### src/rtl/booth_mul_seq.sv
// Sequential radix-2 Booth multiplier: one add/subtract/shift step per clock,
// start/busy/done handshake, full 2*WIDTH-bit signed product on o_hi/o_lo.
module booth_mul_seq #(
    parameter int unsigned WIDTH = 32
) (
    input  logic             clk,
    input  logic             clr,
    input  logic             i_start,
    input  logic [WIDTH-1:0] i_mcand,
    input  logic [WIDTH-1:0] i_mplier,
    output logic             o_busy,
    output logic             o_done,
    output logic [WIDTH-1:0] o_hi,
    output logic [WIDTH-1:0] o_lo
);

    localparam int unsigned CW = (WIDTH > 1) ? $clog2(WIDTH) : 1;
    localparam logic [CW-1:0] LastCount = CW'(WIDTH - 1);

    typedef enum logic [1:0] {StIdle, StRun, StDone} state_e;

    state_e           r_state;
    logic [WIDTH:0]   r_m;
    logic [WIDTH:0]   r_a;
    logic [WIDTH-1:0] r_q;
    logic             r_qm1;
    logic [CW-1:0]    r_count;
    logic             r_busy;
    logic             r_done;
    logic [WIDTH-1:0] r_hi;
    logic [WIDTH-1:0] r_lo;

    logic [WIDTH:0]   w_sum;
    logic [WIDTH:0]   w_a_next;
    logic [WIDTH-1:0] w_q_next;
    logic             w_qm1_next;

    // A and M carry one extra sign bit so A-M with M = -2^(WIDTH-1) cannot overflow.
    always_comb begin
        case ({r_q[0], r_qm1})
            2'b01:   w_sum = r_a + r_m;
            2'b10:   w_sum = r_a - r_m;
            default: w_sum = r_a;
        endcase
        w_a_next   = {w_sum[WIDTH], w_sum[WIDTH:1]};
        w_q_next   = {w_sum[0], r_q[WIDTH-1:1]};
        w_qm1_next = r_q[0];
    end

    always_ff @(posedge clk) begin
        if (clr) begin
            r_state <= StIdle;
            r_m     <= '0;
            r_a     <= '0;
            r_q     <= '0;
            r_qm1   <= 1'b0;
            r_count <= '0;
            r_busy  <= 1'b0;
            r_done  <= 1'b0;
            r_hi    <= '0;
            r_lo    <= '0;
        end else begin
            case (r_state)
                StIdle: begin
                    if (i_start) begin
                        r_m     <= {i_mcand[WIDTH-1], i_mcand};
                        r_q     <= i_mplier;
                        r_a     <= '0;
                        r_qm1   <= 1'b0;
                        r_count <= '0;
                        r_busy  <= 1'b1;
                        r_state <= StRun;
                    end
                end
                StRun: begin
                    r_a     <= w_a_next;
                    r_q     <= w_q_next;
                    r_qm1   <= w_qm1_next;
                    r_count <= r_count + 1'b1;
                    if (r_count == LastCount) begin
                        r_hi    <= w_a_next[WIDTH-1:0];
                        r_lo    <= w_q_next;
                        r_busy  <= 1'b0;
                        r_done  <= 1'b1;
                        r_state <= StDone;
                    end
                end
                StDone: begin
                    r_done  <= 1'b0;
                    r_state <= StIdle;
                end
                default: r_state <= StIdle;
            endcase
        end
    end

    assign o_busy = r_busy;
    assign o_done = r_done;
    assign o_hi   = r_hi;
    assign o_lo   = r_lo;

endmodule

### config.mk
export PLATFORM = sky130hd
export DESIGN_NAME = booth_mul_seq
export DESIGN_NICKNAME = d
export VERILOG_FILES = /design/src/rtl/booth_mul_seq.sv
export SDC_FILE = /design/constraint.sdc
export NUM_CORES = 1
export LEC_CHECK = 0
export ABC_AREA = 1
export CORE_UTILIZATION = 62
export CTS_BUF_LIST = sky130_fd_sc_hd__clkbuf_2
export DETAILED_ROUTE_END_ITERATION = 10
export PLACE_DENSITY_LB_ADDON = 0.1
export SETUP_SLACK_MARGIN = 0.5
export SYNTH_ARGS = -nofsm -noshare
export SYNTH_HDL_FRONTEND = slang
export SYNTH_SLANG_ARGS = --single-unit
### constraint.sdc
create_clock -name clk -period 8.5 [get_ports clk]
set_input_delay 1.7 -clock clk [delete_from_list [all_inputs] [get_ports clk]]
set_output_delay 1.7 -clock clk [all_outputs]
set_load 0.05 [all_outputs]
== Yosys cells after proc, flatten, opt, wreduce, memory -nomap -nowiden ==
Index checks and enable logic that the tools add are counted.

* Register bits: 171
* Bits in latches: 0
* Bits in writable memories: 0
* Memory bits (read-only): 0
* Bits of input ports: 67
* Output and inout bits: 66
* Memories: 0

* $add $sub $neg: 3
* $mul: 0
* Divide/modulo/power cells: 0
* $lt $le $gt $ge: 0
* Equal/unequal tests: 7
* Shift operators: 0
* Multiplexer cells: 17
* Bitwise gates (word level): 0
* Reductions and logical operators: 9

{| class="wikitable"
|+ Operator list
! kind !! count
|-
| $pmux 33 s2 || 2
|-
| $pmux 32 s2 || 1
|-
| $add 33x33->33 || 1
|-
| $mux 33 || 1
|-
| $sub 33x33->33 || 1
|-
| $mux 32 || 1
|-
| $pmux 5 s2 || 1
|-
| $reduce_and 2->1 || 5
|-
| $pmux 1 s2 || 3
|-
| $add 5x1->5 const B || 1
|-
| $eq 5x5->1 const B || 1
|-
| $mux 5 || 1
|-
| $eq 2x1->1 const B || 2
|-
| $eq 2x2->1 const B || 2
|-
| $mux 1 || 4
|-
| $mux 2 || 2
|-
| $ne 2x2->1 const B || 2
|-
| $pmux 2 s2 || 1
|-
| $reduce_bool 2->1 || 2
|-
| $reduce_and 3->1 || 1
|-
| $logic_not 2->1 || 1
|}

== Logic depth before layout (Yosys ltp) ==
* Depth after elaboration: 3
* Depth in mapped cells: 26

== Worst setup path before layout ==
OpenSTA, ideal clock, no wires.

* Kind: register to register
* From: reg r_qm1
* To: reg r_hi[25], in the netlist o_hi[25]
* Library setup time: 0.109 ns
* Data arrival time: 2.792 ns
* Setup slack: 5.599 ns
* Stages on the path, launching flop included: 24
* Cells stage by stage: dfxtp_1 > inv_1 > ha_1 > clkbuf_1 > inv_1 > clkbuf_1 > nand2_1 > xor2_1 > inv_1 > ha_1 > or2_0 > and2_4 > nand2_2 > nand2_2 > nand2_1 > nand2_1 > nand2_1 > nand2_1 > nand2_1 > nand3_1 > nand2_1 > nand2_1 > nand2_1 > inv_1

* Longest elaborated chain between the ends: 2
* Elaborated cells between the ends (all ways): 3
* Those cells by class: eq/ne: 2; mux: 1

{| class="wikitable"
|+ Ends and longest elaborated chain
! item !! line !! source
|-
| start: declaration || 26 || <nowiki>logic r_qm1;</nowiki>
|-
| start signal: assignment || 78 || <nowiki>r_qm1 <= w_qm1_next;</nowiki>
|-
| $eq 2x2->1 / $eq 2x1->1 (equally long branches) || 40 || <nowiki>case ({r_q[0], r_qm1})</nowiki>
|-
| $pmux 33 s2 * || 40 ||
|-
| end signal: assignment || 81 || <nowiki>r_hi <= w_a_next[WIDTH-1:0];</nowiki>
|-
| end: declaration || 30 || <nowiki>logic [WIDTH-1:0] r_hi;</nowiki>
|}

Every way passes the cells marked *; elsewhere a longest branch is shown, timed or not.
A chain may end at the register's enable or synchronous reset.

== Worst setup path after layout ==
* From: reg r_state[0]
* To: reg r_lo[31], in the netlist o_lo[31]

* Longest elaborated chain between the ends: 2

{| class="wikitable"
|+ Ends and longest elaborated chain
! item !! line !! source
|-
| start: declaration || 22 || <nowiki>state_e r_state;</nowiki>
|-
| start signal: assignment || 52 || <nowiki>r_state <= StIdle;</nowiki>
|-
| start signal: assignment || 72 || <nowiki>r_state <= StRun;</nowiki>
|-
| start signal: assignment || 85 || <nowiki>r_state <= StDone;</nowiki>
|-
| $eq 2x1->1 || 63 || <nowiki>case (r_state)</nowiki>
|-
| $reduce_and 2->1 (no source line) || -- ||
|-
| end signal: assignment || 82 || <nowiki>r_lo <= w_q_next;</nowiki>
|-
| end: declaration || 31 || <nowiki>logic [WIDTH-1:0] r_lo;</nowiki>
|}

Every way passes these cells.

==> results.json <==
{
  "status": "complete, no violations",
  "max_stage_delay_ps": 940,
  "fin_setup_tns_ps": 0,
  "gp_congestion": 0.9460,
  "synth.area.top_cells": "dfxtp_1, nand2_1, o21ai_0",
  "postCtsSetupBuffers": 0,
  "fmax_mhz": 195.9,
  "critPathCaptureType": "register",
  "reg2reg_depth": 9,
  "num_rows": 45,
  "cpMostUsedCell": "inv_2",
  "syn_inst": 1448,
  "synth.yosys.seq_area_share_pct": 35.55,
  "grt_use_met2_pct": 54.05,
  "drt_iter0_markers": 804,
  "die_h_um": 126.3,
  "hpwl_mm": 19.39,
  "min_path_cells": 2,
  "top_usage_layer": "met2",
  "required_ps": 9180,
  "die_area_um2": 15940,
  "power.density_nw_per_um2": 162.8,
  "finClkSkew_ps": 40.48,
  "crit_chain": "inv_2 > nor2_4 > buf_4 > inv_2 > nor2_2 > inv_2 > nor2_2 > inv_1 > o21ai_0",
  "globalRouteOverflowTotal": 0,
  "cts_tree": "built",
  "layout.nets": 1639,
  "placed_cells": 1704,
  "finalHoldViolCount": 0,
  "synth-edff-count": 0,
  "antenna_found_initial": 1,
  "synth_warnings": 0,
  "place_area_um2": 10910,
  "hold_start": "o_busy",
  "p_leak_nw": 4.888,
  "die_w_um": 126.3,
  "final_util_pct": 73.47,
  "final-setup-viol-count": 0,
  "period_needed_ps": 5105,
  "io_pins": 133,
  "viasPerCell": 5.623,
  "relSlewSlack_pct": 30.22,
  "drive_gt1_share_pct": 5.297,
  "yosysTopAreaCellShare_pct": 35.55,
  "synth-main-ff-cell": "dfxtp_1",
  "max_cap_viol_count": 0,
  "path_class": "reg2reg",
  "cts_root_buf": "clkbuf_2",
  "design_area_um2": 11130,
  "core_region_area_um2": 15150,
  "synth_area_um2": 9574,
  "period_share_pct": 60.06,
  "cts.sinks": 170,
  "vias": 9772,
  "crit_slowest_cell": "nor2_2",
  "postRouteWirelength_mm": 26.08,
  "grt_pass1_vias": 8768,
  "crit_path_max_fanout": 62,
  "grt_usage_pct": 33.65,
  "whs_ps": 481.1,
  "wire_per_inst_um": 15.00,
  "synth_cell_types": 45,
  "area_delta_synth_final_pct": 16.22,
  "arrival_ps": 5780,
  "hp-class": "reg2reg",
  "rsz0062_at_grt": "false",
  "cp.buffers_inverters": 5,
  "synth_nets": 1552,
  "avgSynthCellArea_um2": 6.612,
  "startpoint_type": "register",
  "grt_pass1_wl_mm": 42.95,
  "critical_path.top_delay_family": "buffers and inverters",
  "dr.pass1.iters": 5,
  "synth.ff_latch_count": 170,
  "grt_max_degree": 86,
  "synthArstFlopShare_pct": 0,
  "worstSkewPairLatency_ps": 750,
  "rr_endpoint": "o_lo[31]",
  "slew_viol_final": 0,
  "grt_use_met3_pct": 7.519,
  "place.port_buffers": 132,
  "ant_nets": 0,
  "hold_end": "o_busy",
  "ir_drop_uv": 127.8,
  "worst_pin_slew_ps": 1045,
  "htreeDepth": 4,
  "hold_buffers": 0,
  "layout_common_cells": "nand2_1, dfxtp_1, inv_1, clkdlybuf4s50_1, o21ai_0",
  "path_clk_slew_ps": 250,
  "cts_max_path_buffers": 2,
  "finalNonFillerCells": 1738,
  "met1_usage_pct": 45.44,
  "cts_buffers": 17,
  "r2r_start": "r_state[0]",
  "rrSetupSlack_ps": 3390,
  "layout.cells.most_common": "nand2_1",
  "ctsResizeCount": 0,
  "drc": 0,
  "yosysTopAreaCell": "dfxtp_1",
  "initial_core_util_pct": 63.21
}
metal layers:
| layer | share of wire [%] | wire [um] | vias to the layer above |
|---|---|---|---|
| li1 | - | - | 4906 |
| met1 | 45 | 11820 | 4478 |
| met2 | 45 | 11860 | 357 |
| met4 | 1.6 | 429 | 0 |
| met5 | 0 | 0 | - |
| met3 | 7.6 | 1971 | 31 |
synth_stat cells, types with 9 or more instances:
cell type / n
nand2_1: 385
dfxtp_1: 170
inv_1: 136
o21ai_0: 130
nor2_1: 129
nand3_1: 114
a21oi_1: 90
clkbuf_1: 52
ha_1: 36
a31oi_1: 35
xor2_1: 19
xnor2_1: 15
or2_2: 14
o21ai_1: 12
buf_2: 9
o21bai_1: 9
sequential cells by signal (all words and copies together), names as in the netlist:
register,flops
r_q,32
o_busy,1
r_qm1,1
r_a,32
r_m,32
r_state,2
o_done,1
o_lo,32
r_count,5
o_hi,32
report_power, final:
part | total [W] | switching [W] | internal (W)
clock network | 0.000412 | 0.000302 | 0.000111
logic | 0.000525 | 0.000338 | 0.000187
registers | 0.000874 | 0.0000361 | 0.000838
per-stage QoR:
step	setup WS (ps)	power, W
2_1_floorplan	5599	0.001255
3_3_place_gp	3704	0.001392
3_5_place_dp	3364	0.001403
4_1_cts	3340	0.001804
5_1_grt	2815	0.001916
6_report	3395	0.001812
worst min-delay path: stages (launching register included):
cell and delay (ps):
dfxtp_1 360, nand2_1 60, a21oi_1 50
cell type report:
| type | count | area, um^2 |
|---|---|---|
| Antenna cell | 2 | 5.005 |
| Clock buffer | 19 | 95.09 |
| Clock inverter | 13 | 120.1 |
| Fill cell | 1269 | 4019 |
| Inverter | 145 | 545.5 |
| Multi-Input combinational cell | 1064 | 5364 |
| Sequential cell | 170 | 3403 |
| Tap cell | 188 | 235.2 |
| Timing Repair Buffer | 137 | 1359 |
how the worst max path moves through the flow:
stage	cells after the start	slack, ps	to	from
after CTS	9	3340	o_lo[31]	r_state[0]
after detailed placement	9	3360	o_lo[31]	r_state[0]
after global placement	9	3700	o_hi[1]	r_state[0]
after floorplan	23	5600	o_hi[25]	r_qm1
after global routing	9	2810	o_lo[31]	r_state[0]
final	9	3390	o_lo[31]	r_state[0]
kinds of logic after synthesis:
logic type	synth area share, %
buffers and inverters	8.508
flip-flops	35.55
AND/OR/NAND/NOR	30.41
XOR/XNOR	3.110
adder cells (fa/ha/maj)	4.914
AO/OA/AOI/OAI	17.51
Note: power is estimated with default switching activity, not from simulation.
